### src/rtl/sad_block_accum.sv
// Three-stage horizontal sub-pel SAD engine: per-row candidate costs, block
// accumulation over ROWS rows, then a held result with best-candidate select.
module sad_block_accum #(
   parameter int NPIX  = 8,
   parameter int PIX_W = 8,
   parameter int ROWS  = 8,
   parameter int ACC_W = PIX_W + $clog2((NPIX-2)*ROWS+1)
) (
   input  logic                  clk,
   input  logic                  rst_n,
   input  logic                  in_valid,
   output logic                  in_ready,
   input  logic                  in_clear,
   input  logic [NPIX*PIX_W-1:0] filt_pix,
   input  logic [NPIX*PIX_W-1:0] ref_pix,
   output logic                  out_valid,
   input  logic                  out_ready,
   output logic [5*ACC_W-1:0]    sad,
   output logic [2:0]            best_idx,
   output logic [ACC_W-1:0]      best_sad
);

   localparam int CNT_W = (ROWS > 1) ? $clog2(ROWS) : 1;
   localparam int EXT_W = PIX_W + 2;

   typedef enum logic [2:0] {
      C_RQ = 3'd0,
      C_RH = 3'd1,
      C_F  = 3'd2,
      C_LH = 3'd3,
      C_LQ = 3'd4
   } cand_e;

   logic             w_stall;
   logic             w_accept;

   logic [EXT_W-1:0] w_fl, w_fc, w_fr, w_tmp;
   logic [PIX_W-1:0] w_rp, w_diff;
   logic [PIX_W-1:0] w_cand    [5];
   logic [ACC_W-1:0] w_row_sum [5];

   logic             r_s1_valid;
   logic [ACC_W-1:0] r_s1_sum  [5];

   logic             r_s2_done;
   logic [CNT_W-1:0] r_cnt;
   logic [ACC_W-1:0] r_acc     [5];

   logic             r_out_valid;
   logic [5*ACC_W-1:0] r_sad;
   logic [2:0]       r_best_idx;
   logic [ACC_W-1:0] r_best_sad;

   logic [2:0]       w_best_idx;
   logic [ACC_W-1:0] w_best_sad;

   assign w_stall   = r_out_valid && !out_ready;
   assign in_ready  = !w_stall && !in_clear;
   assign w_accept  = in_valid && in_ready;

   assign out_valid = r_out_valid;
   assign sad       = r_sad;
   assign best_idx  = r_best_idx;
   assign best_sad  = r_best_sad;

   // Candidates are formed at PIX_W+2 bits so the floor is taken on the exact sum.
   always_comb begin
      w_fl   = '0;
      w_fc   = '0;
      w_fr   = '0;
      w_tmp  = '0;
      w_rp   = '0;
      w_diff = '0;
      for (int unsigned k = 0; k < 5; k++) begin
         w_cand[k]    = '0;
         w_row_sum[k] = '0;
      end
      for (int unsigned i = 1; i < NPIX-1; i++) begin
         w_fl = EXT_W'(filt_pix[(i-1)*PIX_W +: PIX_W]);
         w_fc = EXT_W'(filt_pix[i*PIX_W +: PIX_W]);
         w_fr = EXT_W'(filt_pix[(i+1)*PIX_W +: PIX_W]);
         w_rp = ref_pix[i*PIX_W +: PIX_W];

         w_cand[C_F] = w_fc[PIX_W-1:0];
         w_tmp = (w_fl + w_fc) >> 1;
         w_cand[C_LH] = w_tmp[PIX_W-1:0];
         w_tmp = (w_fc + w_fr) >> 1;
         w_cand[C_RH] = w_tmp[PIX_W-1:0];
         w_tmp = (w_fl + w_fc + (w_fc << 1)) >> 2;
         w_cand[C_LQ] = w_tmp[PIX_W-1:0];
         w_tmp = (w_fr + w_fc + (w_fc << 1)) >> 2;
         w_cand[C_RQ] = w_tmp[PIX_W-1:0];

         for (int unsigned k = 0; k < 5; k++) begin
            w_diff = (w_cand[k] >= w_rp) ? (w_cand[k] - w_rp) : (w_rp - w_cand[k]);
            w_row_sum[k] = w_row_sum[k] + ACC_W'(w_diff);
         end
      end
   end

   // S1: registered row sums
   always_ff @(posedge clk) begin
      if (!rst_n) begin
         r_s1_valid <= 1'b0;
         for (int unsigned k = 0; k < 5; k++) r_s1_sum[k] <= '0;
      end else if (in_clear) begin
         r_s1_valid <= 1'b0;
      end else if (!w_stall) begin
         r_s1_valid <= w_accept;
         if (w_accept) begin
            for (int unsigned k = 0; k < 5; k++) r_s1_sum[k] <= w_row_sum[k];
         end
      end
   end

   // S2: block accumulation; r_s2_done flags that r_acc holds a finished block
   always_ff @(posedge clk) begin
      if (!rst_n || in_clear) begin
         r_s2_done <= 1'b0;
         r_cnt     <= '0;
         for (int unsigned k = 0; k < 5; k++) r_acc[k] <= '0;
      end else if (!w_stall) begin
         r_s2_done <= r_s1_valid && (r_cnt == CNT_W'(ROWS-1));
         if (r_s1_valid) begin
            for (int unsigned k = 0; k < 5; k++) begin
               r_acc[k] <= (r_cnt == '0) ? r_s1_sum[k] : (r_acc[k] + r_s1_sum[k]);
            end
            r_cnt <= (r_cnt == CNT_W'(ROWS-1)) ? '0 : (r_cnt + 1'b1);
         end
      end
   end

   // Strict less-than in priority order makes the earlier candidate win ties.
   always_comb begin
      w_best_idx = C_F;
      w_best_sad = r_acc[C_F];
      if (r_acc[C_RH] < w_best_sad) begin
         w_best_idx = C_RH;
         w_best_sad = r_acc[C_RH];
      end
      if (r_acc[C_LH] < w_best_sad) begin
         w_best_idx = C_LH;
         w_best_sad = r_acc[C_LH];
      end
      if (r_acc[C_RQ] < w_best_sad) begin
         w_best_idx = C_RQ;
         w_best_sad = r_acc[C_RQ];
      end
      if (r_acc[C_LQ] < w_best_sad) begin
         w_best_idx = C_LQ;
         w_best_sad = r_acc[C_LQ];
      end
   end

   // S3: outside a stall the slot is empty or being taken, so it reloads freely
   always_ff @(posedge clk) begin
      if (!rst_n) begin
         r_out_valid <= 1'b0;
         r_sad       <= '0;
         r_best_idx  <= '0;
         r_best_sad  <= '0;
      end else if (!w_stall) begin
         r_out_valid <= r_s2_done;
         if (r_s2_done) begin
            for (int unsigned k = 0; k < 5; k++) r_sad[k*ACC_W +: ACC_W] <= r_acc[k];
            r_best_idx <= w_best_idx;
            r_best_sad <= w_best_sad;
         end
      end
   end

endmodule

### config.mk
export PLATFORM = sky130hd
export DESIGN_NAME = sad_block_accum
export DESIGN_NICKNAME = d
export VERILOG_FILES = /design/src/rtl/sad_block_accum.sv
export SDC_FILE = /design/constraint.sdc
export NUM_CORES = 2
export LEC_CHECK = 0
export BUFFER_PORTS_ARGS = -buffer_cell sky130_fd_sc_hd__buf_2
export CORE_UTILIZATION = 36
export DETAILED_ROUTE_END_ITERATION = 7
export SLEW_MARGIN = 5
export SYNTH_ARGS = -nofsm -noshare
export SYNTH_HDL_FRONTEND = slang
export SYNTH_SLANG_ARGS = --single-unit
### constraint.sdc
create_clock -name clk -period 15.65 [get_ports clk]
set_input_delay 1.565 -clock clk [delete_from_list [all_inputs] [get_ports clk]]
set_output_delay 1.565 -clock clk [all_outputs]
set_load 0.02 [all_outputs]
# Yosys cells after proc, flatten, opt, wreduce, memory -nomap -nowiden
# Memory sizes are Yosys's and may differ from the RTL's.
# Cells that the tools add are included.
# Widths: inputs -> output; s select.
[totals]
reg_bits = 93
mem_bits_rw = 135
out_inout_bits = 89
wordCells = 245
mem_count = 2
[mem_list]
columns = ["name", "words", "width", "read_ports", "rd_ports_with_merged_regs", "write_ports", "line_no", "source"]
rows = [
  ["r_acc", 5, 14, 5, 0, 5, "47", "logic [ACC_W-1:0] r_acc [5];"],
  ["r_s1_sum", 5, 13, 5, 0, 5, "43", "logic [ACC_W-1:0] r_s1_sum [5];"],
]
[classes]
n_addsub = 110
n_lt_le_gt_ge = 34
n_eq_ne = 1
muxes = 66
bitwise = 12
reduce_logical = 13
[ops]
columns = ["op", "n"]
rows = [
  ["$sub 8x8->8", 60],
  ["$ge 8x8->1", 30],
  ["$mux 8", 30],
  ["$mux 14", 14],
  ["$add 8x8->9", 12],
  ["$add 14x14->14", 5],
  ["$add 9x9->10", 7],
  ["$add 12x8->13", 5],
  ["$mux 13", 5],
  ["$add 11x8->12", 5],
  ["$lt 14x14->1", 4],
  ["$add 10x8->11", 5],
  ["$add 10x9->10", 5],
  ["$add 9x8->10", 5],
  ["$mux 1", 12],
  ["$mux 3", 4],
  ["$or 1x1->1", 10],
  ["$logic_and 1x1->1", 4],
  ["$logic_not 1->1", 4],
  ["$reduce_and 2->1", 2],
  ["$add 3x1->3 const B", 1],
  ["$eq 3x3->1 const B", 1],
  ["$logic_not 3->1", 1],
  ["$mux 2", 1],
  ["3 further kinds", 4],
]

# Longest topological paths before layout
[logic_depth]
ltp_word = 11
ltp_mapped = 41

# Worst setup path before layout
# No wires, ideal clock.
[synth_timing]
kind = "input-to-reg"
startpoint = "in filt_pix[40]"
endpoint = "mem r_s1_sum[0][61] (netlist name), data pin"
t_arrival_ns = 8.816
setup_slack_ns = 6.568
cell_stages = 36
n_path_buf = 1
path_cell_list = "inv_1 > nor2_1 > fa_1 > a21o_1 > a21oi_1 > o21bai_1 > a21oi_1 > xnor2_1 > ha_1 > a21o_1 > a31oi_1 > nor2b_1 > o21ai_0 > nand2b_1 > ha_1 > nand2_1 > o41ai_1 > buf_2 > mux2_2 > a2bb2oi_1 > nand2_1 > xor2_1 > fa_1 > fa_1 > inv_1 > fa_1 > inv_1 > ha_1 > a21o_1 > a21oi_1 > o21bai_1 > a21oi_1 > o21bai_1 > a21oi_1 > xor2_1 > nor2_1"
[synth_rtl]
columns = ["element", "line_no", "source"]
rows = [
  ["start: declaration", "14", "input logic [NPIX*PIX_W-1:0] filt_pix,"],
  ["end: declaration", "43", ""],
]

==> results.yml <==
floorplanning:
  die-area_mm2: 0.112
  initial_core_util: 0.365
  core_area_mm2: 0.109
  fp.dieH_um: 335
  num_io_pins: 222
  placementRows: 121
  die_w_um: 335
clock_tree:
  cts_tree: "built"
  cts-root-buf: "clkbuf_16"
  cts.clk_slew.worst_paths_ns: 0.07
  cts_hold_buf: 0
  worstSkewPairLatency_ns: 0.55
  cts.sinks: 218
  cts.htree.levels: 1
  cts_buffer_depth: 3
  postCtsSetupBuffers: 0
  numCtsBuffers: 23
  cts_resized: 0
finish:
  final_cell_mix: "ha_1, inv_1, a21oi_1, nand2_1, xnor2_1"
  syn2layout_area_growth_pct: 8.61
  final_nets: 5859
  final_common_cell: "ha_1"
  drive_above_1_share: 0.0960
  utilization: 0.396
synthesis:
  synthAdderAreaFrac: 0.361
  ys.flop_type: "edfxtp_1"
  synth_seq_area_share: 0.141
  syn_area_mm2: 0.0399
  yosysUniqueCellTypes: 71
  synthSimpleGateAreaFrac: 0.104
  muxShareOfSynthArea: 0.0739
  syn_nets: 5707
  synth_cells: 4570
  synth_xor_area_frac: 0.0753
  ys_warn_count: 0
  avgSynthCellArea_um2: 8.73
  synth_compound_area_frac: 0.179
  synth_top_family_by_area: "adder cells"
  synth_seq_cells: 218
  async_reset_ff_frac: 0
  synth_edf_count: 125
timing:
  fin_crit_sh: 0.665
  setup_viol: 0
  rsz0062_at_grt: "false"
  clock_skew_ns: 0.0146
  fin_tns_setup_ns: 0
  finalHoldViolations: 0
  max_freq_mhz: 96.1
  drv_slew: 0
  maxSlewHeadroom: 0.279
  min_period_ns: 10.41
  worst_pin_slew_ns: 1.07
setup_path:
  worstReg2RegStart: "r_acc[0][17]"
  rrSetupSlack_ns: 5.66
  crit_slowest_cell: "o21ai_0"
  startpoint_type: "input pin"
  criticalPathCategory: "input pin to flop"
  worst_ep_arrival_time_ns: 10.69
  reg2reg_to: "best_sad[3]"
  crit_required_ns: 15.93
  slowest_delay_ns: 0.68
  cp_max_fo: 8
  path_buf_inv: 7
  end_kind: "flop"
  crit_family: "adder cells"
  reg2regPathDepth: 33
global_route:
  antenna_found_initial: 3
  grt_use_total: 0.222
  grt_max_degree: 88
  grt_overflow: 0
  grt_pass1_wl_um: 192000
  first_global_vias: 31975
drt:
  routedWlPerCell_um: 20.5
  route.detailed.drc: 0
  dr.pass1.iters: 5
  drt_iter0_drc: 2180
  vias_per_cell: 5.31
  antenna_left: 0
  via_count: 32980
  wl_um: 127000
min_path:
  hold_depth: 2
  min_from: "sad[13]"
  min_to: "sad[13]"
  min_path_type: "flop to flop"
job:
  cap_violations: 0
placement:
  gp_congestion: 0.965
  io_buffers: 205
  dpl.hpwl_um: 105000
status:
  outcome: "completed"
## cell families after synthesis
kind of cell / Yosys count
flops: 218
compound gates: 1115
mux: 277
fa+ha+maj: 1004
buf+inv: 706
simple gates: 907
xor+xnor: 343
## synth_stat cells (all sizes together), types with 21 or more instances
cell	count	share of area
xor2	94	0.021
o21bai	109	0.021
o21ai	162	0.020
nor2	195	0.018
fa	244	0.12
a31o	28	0.0061
edfxtp	125	0.094
dfxtp	93	0.047
nand3	47	0.0059
mux2	140	0.040
nor2b	48	0.0075
o21a	38	0.0071
and2	34	0.0053
o2111ai	33	0.0072
ha	760	0.24
nand2	395	0.037
a21oi	434	0.054
mux2i	137	0.034
clkbuf	83	0.0078
nor3	35	0.0044
nand2b	42	0.0066
nand4	44	0.0069
o31ai	34	0.0064
a221o	21	0.0053
inv	604	0.057
xnor2	249	0.055
a21o	92	0.017
## state kept, by name, indices dropped and copies added, names as in the netlist
signal / cells
best_idx: 3
best_sad: 14
out_valid: 1
r_acc: 70
r_cnt: 3
r_s1_sum: 55
r_s1_valid: 1
r_s2_done: 1
sad: 70
## per-layer routing
metal / vias to the layer above / wire length (µm) / global-route usage / part of all wire
met3: 198 / 6080 / 0.0205 / 0.048
met1: 15777 / 57700 / 0.296 / 0.45
met5: - / 13 / 0 / 0.00010
met2: 847 / 58400 / 0.369 / 0.46
met4: 2 / 5300 / 0.0868 / 0.042
li1: 16156 / - / - / -
## area by class of cell
class | instances | area, µm²
Sequential cell | 218 | 5620
Fill cell | 11156 | 66000
Clock buffer | 24 | 579
Clock inverter | 18 | 165
Inverter | 605 | 2270
Tap cell | 1476 | 1850
Multi-Input combinational cell | 3646 | 31700
Antenna cell | 1 | 2.50
Timing Repair Buffer | 228 | 1200
## per-stage QoR
| step | hold slack (ns) | std cells | cell area, µm² | setup WS (ns) |
|---|---|---|---|---|
| finish | 0.448 | 6216 | 43300 | 5.24 |
| global route | 0.466 | 6216 | 43300 | 4.79 |
| CTS | 0.452 | 6215 | 43300 | 5.33 |
| detailed placement | 0.443 | 6173 | 42600 | 4.78 |
| global placement | 0.439 | 6173 | 42600 | 4.86 |
| floorplan | 0.454 | 4570 | 39900 | 6.57 |
## worst max-delay path by stage
stage	start	endpoint	cells past startpoint
floorplan	filt_pix[40]	r_s1_sum[0][61]	36
CTS	filt_pix[24]	r_s1_sum[0][9]	34
global placement	filt_pix[24]	r_s1_sum[0][9]	34
global route	filt_pix[24]	r_s1_sum[0][61]	34
detailed placement	filt_pix[24]	r_s1_sum[0][9]	34
finish	filt_pix[24]	r_s1_sum[0][9]	34
## worst min-delay path, cell delays in order, from the launching register on
cell     delay (ns)
dfxtp_1        0.30
nand2_1        0.05
a21oi_1        0.05
Power is left out: the tool's default activity adds up to more than one toggle a clock period on the data nets, which glitch-free logic cannot reach.
